### src/rtl/serdes_rx_align_if.sv
// serdes_rx_align_if: raw SERDES receive word in, realigned word and lock status out
interface serdes_rx_align_if;
  logic [15:0] ser_r;
  logic        ser_rkmsb;
  logic        ser_rklsb;
  logic [15:0] out_data;
  logic        out_kmsb;
  logic        out_klsb;
  logic        out_valid;
  logic        locked;
  logic        odd;
  logic        realign;
  modport master (
    output ser_r, ser_rkmsb, ser_rklsb,
    input  out_data, out_kmsb, out_klsb, out_valid, locked, odd, realign
  );
  modport slave (
    input  ser_r, ser_rkmsb, ser_rklsb,
    output out_data, out_kmsb, out_klsb, out_valid, locked, odd, realign
  );
endinterface

### src/rtl/serdes_rx_align.sv
// serdes_rx_align: hunts K28.5 commas, locks to their lane and repacks byte-swapped words
module serdes_rx_align #(
  parameter logic [7:0] COMMA    = 8'hBC,
  parameter int         LOCK_CNT = 4,
  parameter int         LOSS_CNT = 3
) (
  input logic clk,
  input logic rst,
  serdes_rx_align_if.slave bus
);
  typedef enum logic [1:0] {HUNT, CHECK, LOCKED} state_t;
  localparam logic [3:0] LOCK_N = 4'(LOCK_CNT);
  localparam logic [3:0] LOSS_N = 4'(LOSS_CNT);
  state_t      r_state;
  logic [3:0]  r_cnt;
  logic [15:0] r_r0_data, r_r1_data;
  logic        r_r0_kmsb, r_r0_klsb, r_r1_kmsb;
  logic [15:0] r_out_data;
  logic        r_out_kmsb, r_out_klsb, r_out_valid, r_locked, r_odd, r_realign;
  logic        w_c_even, w_c_odd, w_hit, w_miss;
  logic [3:0]  w_cnt_inc;
  // a word carrying commas in both lanes is never a valid hit
  always_comb begin
    w_c_even  = r_r0_klsb && r_r0_data[7:0] == COMMA;
    w_c_odd   = r_r0_kmsb && r_r0_data[15:8] == COMMA;
    w_hit     = (r_odd ? w_c_odd : w_c_even) && !(w_c_even && w_c_odd);
    w_miss    = (w_c_even || w_c_odd) && !w_hit;
    w_cnt_inc = r_cnt + 4'd1;
  end
  always_ff @(posedge clk) begin
    if (rst) begin
      r_r0_data  <= '0;
      r_r0_kmsb  <= 1'b0;
      r_r0_klsb  <= 1'b0;
      r_r1_data  <= '0;
      r_r1_kmsb  <= 1'b0;
      r_out_data <= '0;
      r_out_kmsb <= 1'b0;
      r_out_klsb <= 1'b0;
    end else begin
      r_r0_data  <= bus.ser_r;
      r_r0_kmsb  <= bus.ser_rkmsb;
      r_r0_klsb  <= bus.ser_rklsb;
      r_r1_data  <= r_r0_data;
      r_r1_kmsb  <= r_r0_kmsb;
      r_out_data <= r_odd ? {r_r0_data[7:0], r_r1_data[15:8]} : r_r0_data;
      r_out_kmsb <= r_odd ? r_r0_klsb : r_r0_kmsb;
      r_out_klsb <= r_odd ? r_r1_kmsb : r_r0_klsb;
    end
  end
  always_ff @(posedge clk) begin
    if (rst) begin
      r_state     <= HUNT;
      r_cnt       <= '0;
      r_odd       <= 1'b0;
      r_realign   <= 1'b0;
      r_locked    <= 1'b0;
      r_out_valid <= 1'b0;
    end else begin
      r_realign <= 1'b0;
      case (r_state)
        HUNT: if (w_c_even ^ w_c_odd) begin
          r_odd     <= w_c_odd;
          r_realign <= w_c_odd != r_odd;
          if (LOCK_N == 4'd1) begin
            r_state     <= LOCKED;
            r_cnt       <= '0;
            r_locked    <= 1'b1;
            r_out_valid <= 1'b1;
          end else begin
            r_state <= CHECK;
            r_cnt   <= 4'd1;
          end
        end
        CHECK: if (w_hit) begin
          if (w_cnt_inc == LOCK_N) begin
            r_state     <= LOCKED;
            r_cnt       <= '0;
            r_locked    <= 1'b1;
            r_out_valid <= 1'b1;
          end else begin
            r_cnt <= w_cnt_inc;
          end
        end else if (w_miss) begin
          r_state <= HUNT;
          r_cnt   <= '0;
        end
        LOCKED: if (w_hit) begin
          r_cnt <= '0;
        end else if (w_miss) begin
          if (w_cnt_inc == LOSS_N) begin
            r_state     <= HUNT;
            r_cnt       <= '0;
            r_locked    <= 1'b0;
            r_out_valid <= 1'b0;
          end else begin
            r_cnt <= w_cnt_inc;
          end
        end
        default: begin
          r_state <= HUNT;
          r_cnt   <= '0;
        end
      endcase
    end
  end
  assign bus.out_data  = r_out_data;
  assign bus.out_kmsb  = r_out_kmsb;
  assign bus.out_klsb  = r_out_klsb;
  assign bus.out_valid = r_out_valid;
  assign bus.locked    = r_locked;
  assign bus.odd       = r_odd;
  assign bus.realign   = r_realign;
endmodule
### src/flat_wrapper.sv
// flat-port wrapper written by rule: the top's interface ports become plain ports
module serdes_rx_align_flat 
#(
  parameter logic [7:0] COMMA    = 8'hBC,
  parameter int         LOCK_CNT = 4,
  parameter int         LOSS_CNT = 3
)
  (clk, rst, bus_ser_r, bus_ser_rkmsb, bus_ser_rklsb, bus_out_data, bus_out_kmsb, bus_out_klsb, bus_out_valid, bus_locked, bus_odd, bus_realign);
  serdes_rx_align_if bus_i ();
  input logic clk;
  input logic rst;
  input wire logic [$bits(bus_i.ser_r)-1:0] bus_ser_r;
  input wire logic [$bits(bus_i.ser_rkmsb)-1:0] bus_ser_rkmsb;
  input wire logic [$bits(bus_i.ser_rklsb)-1:0] bus_ser_rklsb;
  output wire logic [$bits(bus_i.out_data)-1:0] bus_out_data;
  output wire logic [$bits(bus_i.out_kmsb)-1:0] bus_out_kmsb;
  output wire logic [$bits(bus_i.out_klsb)-1:0] bus_out_klsb;
  output wire logic [$bits(bus_i.out_valid)-1:0] bus_out_valid;
  output wire logic [$bits(bus_i.locked)-1:0] bus_locked;
  output wire logic [$bits(bus_i.odd)-1:0] bus_odd;
  output wire logic [$bits(bus_i.realign)-1:0] bus_realign;
  assign bus_i.ser_r = bus_ser_r;
  assign bus_i.ser_rkmsb = bus_ser_rkmsb;
  assign bus_i.ser_rklsb = bus_ser_rklsb;
  assign bus_out_data = bus_i.out_data;
  assign bus_out_kmsb = bus_i.out_kmsb;
  assign bus_out_klsb = bus_i.out_klsb;
  assign bus_out_valid = bus_i.out_valid;
  assign bus_locked = bus_i.locked;
  assign bus_odd = bus_i.odd;
  assign bus_realign = bus_i.realign;
  serdes_rx_align #(.COMMA(COMMA), .LOCK_CNT(LOCK_CNT), .LOSS_CNT(LOSS_CNT)) u_core (.clk(clk), .rst(rst), .bus(bus_i));
endmodule
### config.mk
export PLATFORM = sky130hd
export DESIGN_NAME = serdes_rx_align_flat
export DESIGN_NICKNAME = d
export VERILOG_FILES = /design/src/rtl/serdes_rx_align_if.sv /design/src/rtl/serdes_rx_align.sv /design/src/flat_wrapper.sv
export SDC_FILE = /design/constraint.sdc
export NUM_CORES = 1
export LEC_CHECK = 0
export BUFFER_PORTS_ARGS = -buffer_cell sky130_fd_sc_hd__buf_2
export CORE_MARGIN = 5
export CORE_UTILIZATION = 35
export CTS_CLUSTER_DIAMETER = 150
export DETAILED_ROUTE_END_ITERATION = 6
export PLACE_DENSITY_LB_ADDON = 0.3
export SYNTH_ARGS = -nofsm -noshare
export SYNTH_HDL_FRONTEND = slang
export SYNTH_SLANG_ARGS = --single-unit
### constraint.sdc
create_clock -name clk -period 6.7 [get_ports clk]
set_input_delay 0.67 -clock clk [delete_from_list [all_inputs] [get_ports clk]]
set_output_delay 0.67 -clock clk [all_outputs]
set_load 0.01 [all_outputs]
==> run_results.csv, run 1 <==
group,metric,value,unit
run_status,status,"finished, final reports clean",
finish,multi_input_area,975,um^2
logic_synthesis,yosysSeqAreaShare,51.1,%
route,route.detailed.drc,0,
finish,drive_gt1_share,24.0,%
clocking,cts_buffer_depth,2,
route,drtIter0Drc,113,
worst_setup_path,cp_max_fo,7,
global_routing,grt_pass1_vias,1443,
hold_path,min_path_type,"reg2reg",
clocking,clock_sinks,54,
power,switching_share,22.1,%
finish,antenna_cells,0,
placement,gp_congestion,0.785,
power,power.switching,123,uW
worst_setup_path,reg2reg_slack,3.96,ns
logic_synthesis,yosys.area.top_type,"dfxtp_1",
worst_setup_path,end_kind,"flip-flop",
sta,tightest_slew,0.905,ns
clocking,worstSkewPairLatency,0.30,ns
sta,setup_viol,0,
floorplanning,fp-row-count,28,
worst_setup_path,r2r-end,"u_core.r_cnt[3]$_SDFFE_PP0P_",
power,p_int,433,uW
logic_synthesis,syn-num-nets,234,
logic_synthesis,yosys_register_bits,54,
route,routed_wl,3790,um
clocking,cts_tree,"built",
logic_synthesis,syn_inst,211,
logic_synthesis,synth_ff_type,"dfxtp_1",
worst_setup_path,r2r_cells,9,
clocking,cts_resized,0,
sta,slew_violations,0,
hold_path,hold_end,"u_core.bus.out_data[0]$_SDFF_PP0_",
route,via_per_inst,4.68,
clocking,post_cts_buffers,0,
floorplanning,die_w,87.8,um
route,vias,1520,
power,share_comb_of_total_power,5.4,%
route,wire_per_inst,11.7,um
finish,regArea,0.00108,mm^2
global_routing,grt_overflow,0,
power,pwr-share-seq,61.0,%
logic_synthesis,synthTopCellsByArea,"dfxtp_1, mux2i_1, nor2b_1",
finish,nFillCells,578,
power,p_per_area,225,mW/mm^2
floorplanning,die_h,87.8,um
logic_synthesis,syn_avg_cell_area,10.0,um^2
power,ir_drop,0.000113,V
hold_path,min_path_cells,2,
finish,finalInstanceArea,0.00248,mm^2
sta,fmax,0.365,GHz
worst_setup_path,cp-start-kind,"flip-flop",
worst_setup_path,r2r_start,"u_core.r_r0_data[9]$_SDFF_PP0_",
floorplanning,initial_core_util,36.0,%
sta,setup_slack,3.96,ns
sta,rsz0062_at_grt,"false",
worst_setup_path,critPathKind,"reg2reg",
logic_synthesis,synth_edf_count,0,
logic_synthesis,ys_warn_count,0,
sta,skew,0.00929,ns
sta,timing.slew.headroom,39.7,%
logic_synthesis,netlist_area,0.00212,mm^2
floorplanning,io_pins,42,
global_routing,grt_pass1_wl,6390,um
power,clkPwrFrac,33.7,%
finish,syn2layout_area_growth,17.0,%
worst_setup_path,crit_required,6.92,ns
placement,hpwl,2800,um
clocking,cts_buffers,5,
power,total_leakage_power,1.01,nW
finish,finalNetCount,272,
placement,io_buffers,41,
global_routing,grt_max_degree,56,
logic_synthesis,async_reset_ff_share,0,%
route,dr.pass1.iters,4,
clocking,clkTransAtPathRegs,0.09,ns
floorplanning,die_area,0.00770,mm^2
global_routing,globalRouteTotalUtil,10.3,%
sta,fin_crit,2.74,ns
global_routing,antenna_found_initial,0,
sta,finalSetupTns,0,ns
logic_synthesis,ys_types,45,
hold_path,min_from,"u_core.r_r1_data[8]$_SDFF_PP0_",
sta,min_period_over_period,40.9,%
route,antenna_left,0,
power,p_total,556,uW
sta,hold_viol,0,
logic_synthesis,synth_top_area_share,51.1,%
worst_setup_path,arrival,2.96,ns
clocking,cts_root_buffer,"clkbuf_8",
floorplanning,core,0.00589,mm^2
clocking,cts_hold_buf,0,
flow_run,max_cap_viol_count,0,
placement,dpl_worst_slack,3.98,ns
placement,place_area,0.00238,mm^2
clocking,ctsHtreeMaxLevel,2,
[how the worst max path moves through the flow]
stage                                         start                      endpoint  cells after the start
finish               u_core.r_r0_data[9]$_SDFF_PP0_  u_core.r_cnt[3]$_SDFFE_PP0P_                      9
global route        u_core.r_r0_data[10]$_SDFF_PP0_  u_core.r_cnt[3]$_SDFFE_PP0P_                      9
CTS                  u_core.r_r0_data[9]$_SDFF_PP0_  u_core.r_cnt[3]$_SDFFE_PP0P_                      9
detailed placement   u_core.r_r0_data[9]$_SDFF_PP0_  u_core.r_cnt[3]$_SDFFE_PP0P_                      9
global placement     u_core.r_r0_data[9]$_SDFF_PP0_  u_core.r_cnt[3]$_SDFFE_PP0P_                      9
floorplan            u_core.r_r0_data[9]$_SDFF_PP0_  u_core.r_cnt[3]$_SDFFE_PP0P_                      9
[sequential cells by signal, indices dropped and copies added, names as in the netlist]
| register | count |
|---|---|
| u_core.bus.out_data | 16 |
| u_core.r_r0_data | 16 |
| u_core.r_r1_data | 8 |
| u_core.r_cnt | 4 |
| u_core.r_state | 2 |
| u_core.bus.odd | 1 |
| u_core.bus.out_klsb | 1 |
| u_core.bus.out_kmsb | 1 |
| u_core.bus.out_valid | 1 |
| u_core.bus.realign | 1 |
| u_core.r_r0_klsb | 1 |
| u_core.r_r0_kmsb | 1 |
| u_core.r_r1_kmsb | 1 |
[synth_stat cells, drive strengths merged (2+ instances only)]
cell,count
o21ai,3
a22o,2
nor3,5
nand3,2
buf,5
mux2i,21
nand4b,2
or3b,2
or2,2
or3,2
clkbuf,6
dfxtp,54
nor2,24
nand2b,5
a21o,2
nor4,3
ha,3
a21oi,8
o31ai,2
nand2,9
inv,4
nor2b,30
[power by group through the flow]
stage / clock network, mW / registers, mW / logic (mW)
floorplan: 0 / 0.348 / 0.0165
CTS: 0.197 / 0.340 / 0.0306
global placement: 0 / 0.347 / 0.0304
detailed placement: 0 / 0.347 / 0.0305
global route: 0.210 / 0.341 / 0.0338
finish: 0.187 / 0.339 / 0.0298
[kinds of logic after synthesis]
group / share of synthesized area [%]
simple gates: 24.8
flops: 51.1
compound gates: 9.16
mux: 9.93
buf+inv: 2.90
fa+ha+maj: 1.77
xor+xnor: 0.414
[layout by cell type, fill, tap and decap left out, types with 4 or more instances in the layout]
| cell | instances |
|---|---|
| buf_2 | 41 |
| nor3_1 | 5 |
| mux2i_1 | 21 |
| nor2b_1 | 30 |
| clkbuf_8 | 6 |
| nor2_1 | 24 |
| a21oi_1 | 7 |
| dfxtp_1 | 54 |
| nand2b_1 | 4 |
| nand2_1 | 9 |
[worst max-delay path, cell delays in order, from the launching register on]
cell	delay [ns]
dfxtp_1	0.33
or3b_1	0.42
or3_1	0.39
inv_2	0.11
ha_1	0.27
nor3_1	0.09
a22oi_2	0.37
mux2i_1	0.12
or4_1	0.40
a21oi_1	0.17
[final cells by class]
class,count,area share [%]
clock buffers,6,3.33
clock inverters,2,0.707
inverters,4,0.606
multi-input cells,142,39.3
flip-flops and latches,54,43.6
well taps,75,3.79
repair buffers,42,8.59
[layer usage]
layer  up-vias  GRT usage [%]  share of wire (%)
li1        793              -                  -
met1       685           13.4                 48
met2        38           16.6                 47
met3         4           2.35                4.6
met4         0           4.04                1.1
met5         -              0                  0
[metrics by stage]
stage | std cells | hold WS [ns] | util [%]
6_report | 325 | 0.476 | 42.1
5_1_grt | 325 | 0.509 | 42.1
4_1_cts | 325 | 0.479 | 42.1
3_5_place_dp | 317 | 0.466 | 40.4
3_3_place_gp | 317 | 0.451 | 40.4
2_1_floorplan | 211 | 0.441 | -
Power figures use the tool's default switching activity.
==> run 2: changes to the inputs <==
--- a/config.mk
+++ b/config.mk
@@ -5,6 +5,7 @@
 export SDC_FILE = /design/constraint.sdc
 export NUM_CORES = 1
 export LEC_CHECK = 0
+export ABC_AREA = 1
 export BUFFER_PORTS_ARGS = -buffer_cell sky130_fd_sc_hd__buf_2
 export CORE_MARGIN = 5
 export CORE_UTILIZATION = 35
==> constraint.sdc (replaced) <==
create_clock -name clk -period 2.66 [get_ports clk]
set_input_delay 0.266 -clock clk [delete_from_list [all_inputs] [get_ports clk]]
set_output_delay 0.266 -clock clk [all_outputs]
set_load 0.01 [all_outputs]
==> run_results.csv, run 2 <==
group,metric,value,unit
power,p_per_area,582,mW/mm^2
worst_setup_path,end_kind,"flip-flop",
finish,multi_input_area,880,um^2
sta,fmax,0.534,GHz
placement,placed_cells,403,
logic_synthesis,syn-num-nets,318,
sta,hold_viol,0,
logic_synthesis,yosysMostFrequentCell,"nor2_1",
logic_synthesis,async_reset_ff_share,0,%
worst_setup_path,crit_end,"u_core.r_cnt[3]$_SDFFE_PP0P_",
logic_synthesis,ys_types,26,
route,via_per_inst,4.45,
sta,setup_viol,0,
worst_setup_path,r2r_cells,9,
power,p_total,1.49,mW
power,ir_drop,0.000237,V
clocking,cts_buffer_depth,2,
logic_synthesis,yosys.area.top_type,"dfxtp_1",
worst_setup_path,reg2reg_slack,0.79,ns
clocking,ctsHtreeMaxLevel,2,
global_routing,grt_overflow,0,
global_routing,grt_pass1_wl,7650,um
sta,slew_violations,0,
logic_synthesis,synthTopCellsByArea,"dfxtp_1, nor2_1, inv_1",
clocking,cts_hold_buf,0,
finish,antenna_cells,0,
finish,nFillCells,676,
finish,final_common_cell,"nor2_1",
floorplanning,core,0.00624,mm^2
placement,gp_congestion,0.800,
sta,rsz0062_at_grt,"false",
worst_setup_path,cp_max_fo,30,
clocking,clock_sinks,54,
hold_path,min_from,"bus_ser_r[7]",
hold_path,min_path_type,"in2reg",
logic_synthesis,synth_edf_count,0,
finish,stdcell_count,411,
floorplanning,fp-row-count,29,
logic_synthesis,netlist_area,0.00220,mm^2
floorplanning,die_w,89.3,um
sta,fin_hold_ws,0.156,ns
finish,finalNetCount,356,
logic_synthesis,ys_warn_count,0,
logic_synthesis,syn_avg_cell_area,7.46,um^2
logic_synthesis,yosys_register_bits,54,
clocking,cts_buffers,5,
route,route.detailed.drc,0,
sta,fin_crit,1.87,ns
placement,hpwl,3220,um
floorplanning,io_pins,42,
sta,skew,0.00350,ns
worst_setup_path,crit_required,2.86,ns
worst_setup_path,critPathMaxStageDelay,0.63,ns
sta,min_period_over_period,70.4,%
placement,io_buffers,41,
worst_setup_path,r2r-end,"u_core.r_cnt[3]$_SDFFE_PP0P_",
sta,tightest_slew,0.509,ns
logic_synthesis,yosysSeqAreaShare,49.1,%
route,dr.pass1.iters,4,
flow_run,max_cap_viol_count,0,
global_routing,grt_max_degree,35,
route,wire_per_inst,10.6,um
global_routing,antenna_found_initial,0,
finish,final_cell_mix,"nor2_1, dfxtp_1, inv_1",
sta,finalSetupTns,0,ns
run_status,status,"finished, final reports clean",
worst_setup_path,arrival,2.08,ns
global_routing,grt_pass1_vias,1716,
sta,timing.slew.headroom,66.0,%
clocking,clkTransAtPathRegs,0.10,ns
clocking,cts_resized,0,
floorplanning,die_area,0.00798,mm^2
global_routing,globalRouteTotalUtil,12.2,%
worst_setup_path,critPathMostFrequentCell,"inv_2",
route,antenna_left,0,
floorplanning,initial_core_util,35.3,%
finish,drive_gt1_share,23.4,%
worst_setup_path,startpoint,"u_core.bus.odd$_SDFFE_PP0N_",
logic_synthesis,syn_inst,295,
route,routed_wl,4360,um
clocking,worstSkewPairLatency,0.30,ns
floorplanning,die_h,89.3,um
worst_setup_path,r2r_start,"u_core.bus.odd$_SDFFE_PP0N_",
worst_setup_path,path_cells,"inv_2 -> nand4_1 -> nand2_1 -> inv_2 -> nand3_2 -> nand2_4 -> inv_2 -> o21ai_1 -> nor2_1",
logic_synthesis,synth_ff_type,"dfxtp_1",
clocking,post_cts_buffers,0,
finish,regArea,0.00108,mm^2
route,drtIter0Drc,161,
clocking,cts_root_buffer,"clkbuf_8",
logic_synthesis,synth_top_area_share,49.1,%
route,vias,1831,
worst_setup_path,critPathKind,"reg2reg",
power,total_leakage_power,1.31,nW
finish,syn2layout_area_growth,16.4,%
logic_synthesis,synth_common_cells,"nor2_1, dfxtp_1, inv_1, nand2_1, o21ai_0",
worst_setup_path,cp_slowest_cell,"dfxtp_1",
clocking,cts_tree,"built",
worst_setup_path,cp-start-kind,"flip-flop",
run 2: cell count changes after synthesis, moves of 6 or more:
cell,previous run,this run
inv_1,3,45
nor2_1,24,61
nand2_1,9,41
nor2b_1,30,0
mux2i_1,21,0
o21ai_0,3,18
nand4_1,1,8
inv_2,1,7
nand3_1,2,8
nor2_2,0,6
run 2: stage by stage:
step	cell area, um^2	utilization [%]	setup WS [ns]
after floorplan	2200	-	1.20
after global placement	2460	39.5	0.907
after detailed placement	2460	39.5	0.816
after CTS	2560	41.1	0.804
after global routing	2560	41.1	0.549
final	2560	41.1	0.788
run 2: kinds of logic (layout without fill, tap and decap cells):
kind of cell / count (synthesis) / count (layout) / share of synthesized area, %
AO/OA/AOI/OAI: 39 / 39 / 9.72
flip-flops: 54 / 54 / 49.1
adder cells (fa/ha/maj): 3 / 3 / 1.70
buffers and inverters: 63 / 102 / 11.0
AND/OR/NAND/NOR: 136 / 136 / 28.5
run 2: area by class of cell:
class                           instances  share of cell area, %
Multi-Input combinational cell        178                   34.3
Timing Repair Buffer                   42                   8.30
Clock buffer                            6                   3.22
Sequential cell                        54                   42.2
Tap cell                               77                   3.76
Clock inverter                          2                  0.634
Inverter                               52                   7.61
run 2: report_power, final:
group	switching, mW	internal, mW
registers	0.0203	0.846
clock network	0.265	0.215
logic	0.0892	0.0574
total	0.374	1.12
run 2: worst min path at each step:
stage	to	slack [ns]	cells after the start
finish	u_core.r_r0_data[7]$_SDFF_PP0_	0.16	3
CTS	u_core.r_r0_data[7]$_SDFF_PP0_	0.15	3
global route	u_core.r_r0_data[7]$_SDFF_PP0_	0.15	3
floorplan	u_core.r_r0_data[0]$_SDFF_PP0_	0.37	2
detailed placement	u_core.r_r1_data[15]$_SDFF_PP0_	0.43	2
global placement	u_core.r_r1_data[15]$_SDFF_PP0_	0.44	2
run 2: critical path: cells and delay by family, from the launching register on:
family / cells / cell delay [ns]
DFF: 1 / 0.63
and+or+nand+nor: 5 / 0.57
AOI/OAI and AO/OA: 1 / 0.12
buffers and inverters: 3 / 0.46
run 2: metal layers:
metal,track usage (%),wire length (um),vias to the layer above
met2,19.8,1950,39
met5,0,0,-
met1,16.1,2130,809
li1,-,-,978
met4,3.65,38,0
met3,2.67,236,5
==> run 3: changes to the inputs <==
--- a/config.mk
+++ b/config.mk
@@ -5,7 +5,7 @@
 export SDC_FILE = /design/constraint.sdc
 export NUM_CORES = 1
 export LEC_CHECK = 0
-export ABC_AREA = 1
+export ABC_AREA = 0
 export BUFFER_PORTS_ARGS = -buffer_cell sky130_fd_sc_hd__buf_2
 export CORE_MARGIN = 5
 export CORE_UTILIZATION = 35
==> constraint.sdc (replaced) <==
create_clock -name clk -period 1.55 [get_ports clk]
set_input_delay 0.155 -clock clk [delete_from_list [all_inputs] [get_ports clk]]
set_output_delay 0.155 -clock clk [all_outputs]
set_load 0.01 [all_outputs]
==> run_results.csv, run 3 (synthesis gave the netlist of run 1 again) <==
group,metric,value,unit
sta,fin_crit,2.28,ns
worst_setup_path,arrival,2.51,ns
floorplanning,core,0.00589,mm^2
floorplanning,die_h,87.8,um
global_routing,grt_max_degree,37,
finish,final_cell_mix,"dfxtp_1, buf_4, buf_2",
placement,hpwl,3230,um
placement,place_area,0.00275,mm^2
global_routing,grt_pass1_vias,1606,
global_routing,grt_overflow,0,
power,p_per_area,879,mW/mm^2
worst_setup_path,crit_required,1.78,ns
floorplanning,fp-row-count,28,
sta,finalSetupTns,-4.90,ns
hold_path,min_path_type,"in2reg",
power,p_total,2.57,mW
global_routing,grt_pass1_wl,7240,um
floorplanning,die_area,0.00770,mm^2
finish,stdcell_count,369,
clocking,cts_hold_buf,0,
route,drtIter0Drc,56,
clocking,worstSkewPairLatency,0.30,ns
power,ir_drop,0.000409,V
sta,hold_viol,0,
worst_setup_path,reg2reg_slack,-0.73,ns
finish,final_common_cell,"dfxtp_1",
route,antenna_left,0,
route,route.detailed.drc,0,
worst_setup_path,cp_max_fo,4,
global_routing,globalRouteTotalUtil,11.9,%
worst_setup_path,r2r-end,"u_core.r_cnt[3]$_SDFFE_PP0P_",
route,wire_per_inst,11.7,um
power,total_leakage_power,1.25,nW
power,share_comb_of_total_power,6.8,%
finish,finalInstanceArea,0.00293,mm^2
run_status,violations,"setup timing",
hold_path,min_path_cells,2,
worst_setup_path,r2r_start,"u_core.r_r0_data[9]$_SDFF_PP0_",
power,power.switching,517,uW
run_status,status,"finished, violations left",
finish,finalNetCount,317,
worst_setup_path,r2r_cells,9,
route,routed_wl,4310,um
route,via_per_inst,4.46,
clocking,ctsHtreeMaxLevel,2,
hold_path,hold_end,"u_core.r_r0_data[8]$_SDFF_PP0_",
floorplanning,io_pins,42,
sta,timing.slew.headroom,70.6,%
finish,post-route-util,49.7,%
hold_path,min_from,"bus_ser_r[8]",
worst_setup_path,critPathKind,"reg2reg",
finish,syn2layout_area_growth,38.2,%
clocking,cts_root_buffer,"clkbuf_8",
finish,antenna_cells,0,
power,clkPwrFrac,36.3,%
clocking,clock_sinks,54,
clocking,clkTransAtPathRegs,0.09,ns
flow_run,max_cap_viol_count,0,
worst_setup_path,end_kind,"flip-flop",
floorplanning,initial_core_util,36.0,%
clocking,cts_tree,"built",
clocking,cts_buffers,5,
clocking,cts_buffer_depth,2,
sta,setup_slack,-0.728,ns
sta,setup_viol,9,
floorplanning,die_w,87.8,um
sta,skew,0.00543,ns
power,p_int,2.05,mW
sta,fmax,0.439,GHz
placement,placed_cells,357,
sta,tightest_slew,0.439,ns
power,pwr-share-seq,56.8,%
placement,io_buffers,41,
sta,slew_violations,0,
finish,drive_gt1_share,41.8,%
power,switching_share,20.1,%
sta,rsz0062_at_grt,"true",
placement,gp_congestion,0.794,
sta,fin_hold_ws,0.0532,ns
sta,min_period_over_period,147,%
route,dr.pass1.iters,4,
placement,dpl_worst_slack,-0.718,ns
route,vias,1644,
global_routing,antenna_found_initial,0,
worst_setup_path,cp-start-kind,"flip-flop",
==> run 3: changes by cell type in the layout (fill, tap and decap cells not counted), moves of 8 or more <==
cell and delta:
mux2i_1 +21, nor2_1 -37, a21oi_1 -8, buf_4 +45
inv_1 -42, nand2_1 -33, nor2b_1 +29, o21ai_0 -17
==> run 3: cell type report <==
| class | count | area, um^2 |
|---|---|---|
| fillers | 563 | 2960 |
| well taps | 75 | 93.8 |
| multi-input cells | 142 | 1070 |
| clock buffers | 6 | 82.6 |
| inverters | 4 | 17.5 |
| flip-flops and latches | 54 | 1080 |
| repair buffers | 87 | 551 |
| clock inverters | 1 | 30.0 |
==> run 3: worst max path at each step <==
stage                                          startpoint  cells past startpoint                      endpoint
after global routing      u_core.r_r0_data[10]$_SDFF_PP0_                      9  u_core.r_cnt[3]$_SDFFE_PP0P_
after global placement     u_core.r_r0_data[9]$_SDFF_PP0_                      9  u_core.r_cnt[3]$_SDFFE_PP0P_
final                      u_core.r_r0_data[9]$_SDFF_PP0_                      9  u_core.r_cnt[3]$_SDFFE_PP0P_
after CTS                  u_core.r_r0_data[9]$_SDFF_PP0_                      9  u_core.r_cnt[3]$_SDFFE_PP0P_
after detailed placement  u_core.r_r0_data[10]$_SDFF_PP0_                      9  u_core.r_cnt[3]$_SDFFE_PP0P_
after floorplan            u_core.r_r0_data[9]$_SDFF_PP0_                      9  u_core.r_cnt[3]$_SDFFE_PP0P_
==> run 3: worst max-delay path, stage by stage, from the launching register on <==
cell	delay, ns
dfxtp_2	0.32
or3b_4	0.38
or3_4	0.35
inv_4	0.07
ha_4	0.14
nor3_2	0.05
a22oi_2	0.23
mux2i_1	0.11
or4_1	0.40
a21oi_1	0.15
==> run 3: power groups by stage <==
stage / registers, mW / clock network [mW] / logic [mW]
2_1_floorplan: 1.50 / 0 / 0.0735
3_3_place_gp: 1.49 / 0 / 0.174
3_5_place_dp: 1.49 / 0 / 0.175
4_1_cts: 1.46 / 0.966 / 0.179
5_1_grt: 1.47 / 1.01 / 0.196
6_report: 1.46 / 0.935 / 0.175
==> run 3: layer usage <==
layer  up-vias  routed length [um]  GRT usage [%]
li1        881                   -              -
met1       725                1970           14.8
met2        33                2080           20.1
met3         5                 191           2.92
met4         0                  69           4.18
met5         -                   0              0
==> run 3: what timing repair did <==
item,CTS,global route
pin swaps,5,3
setup buffers,4,1
setup endpoints to repair,9,9
gates resized for setup,7,3
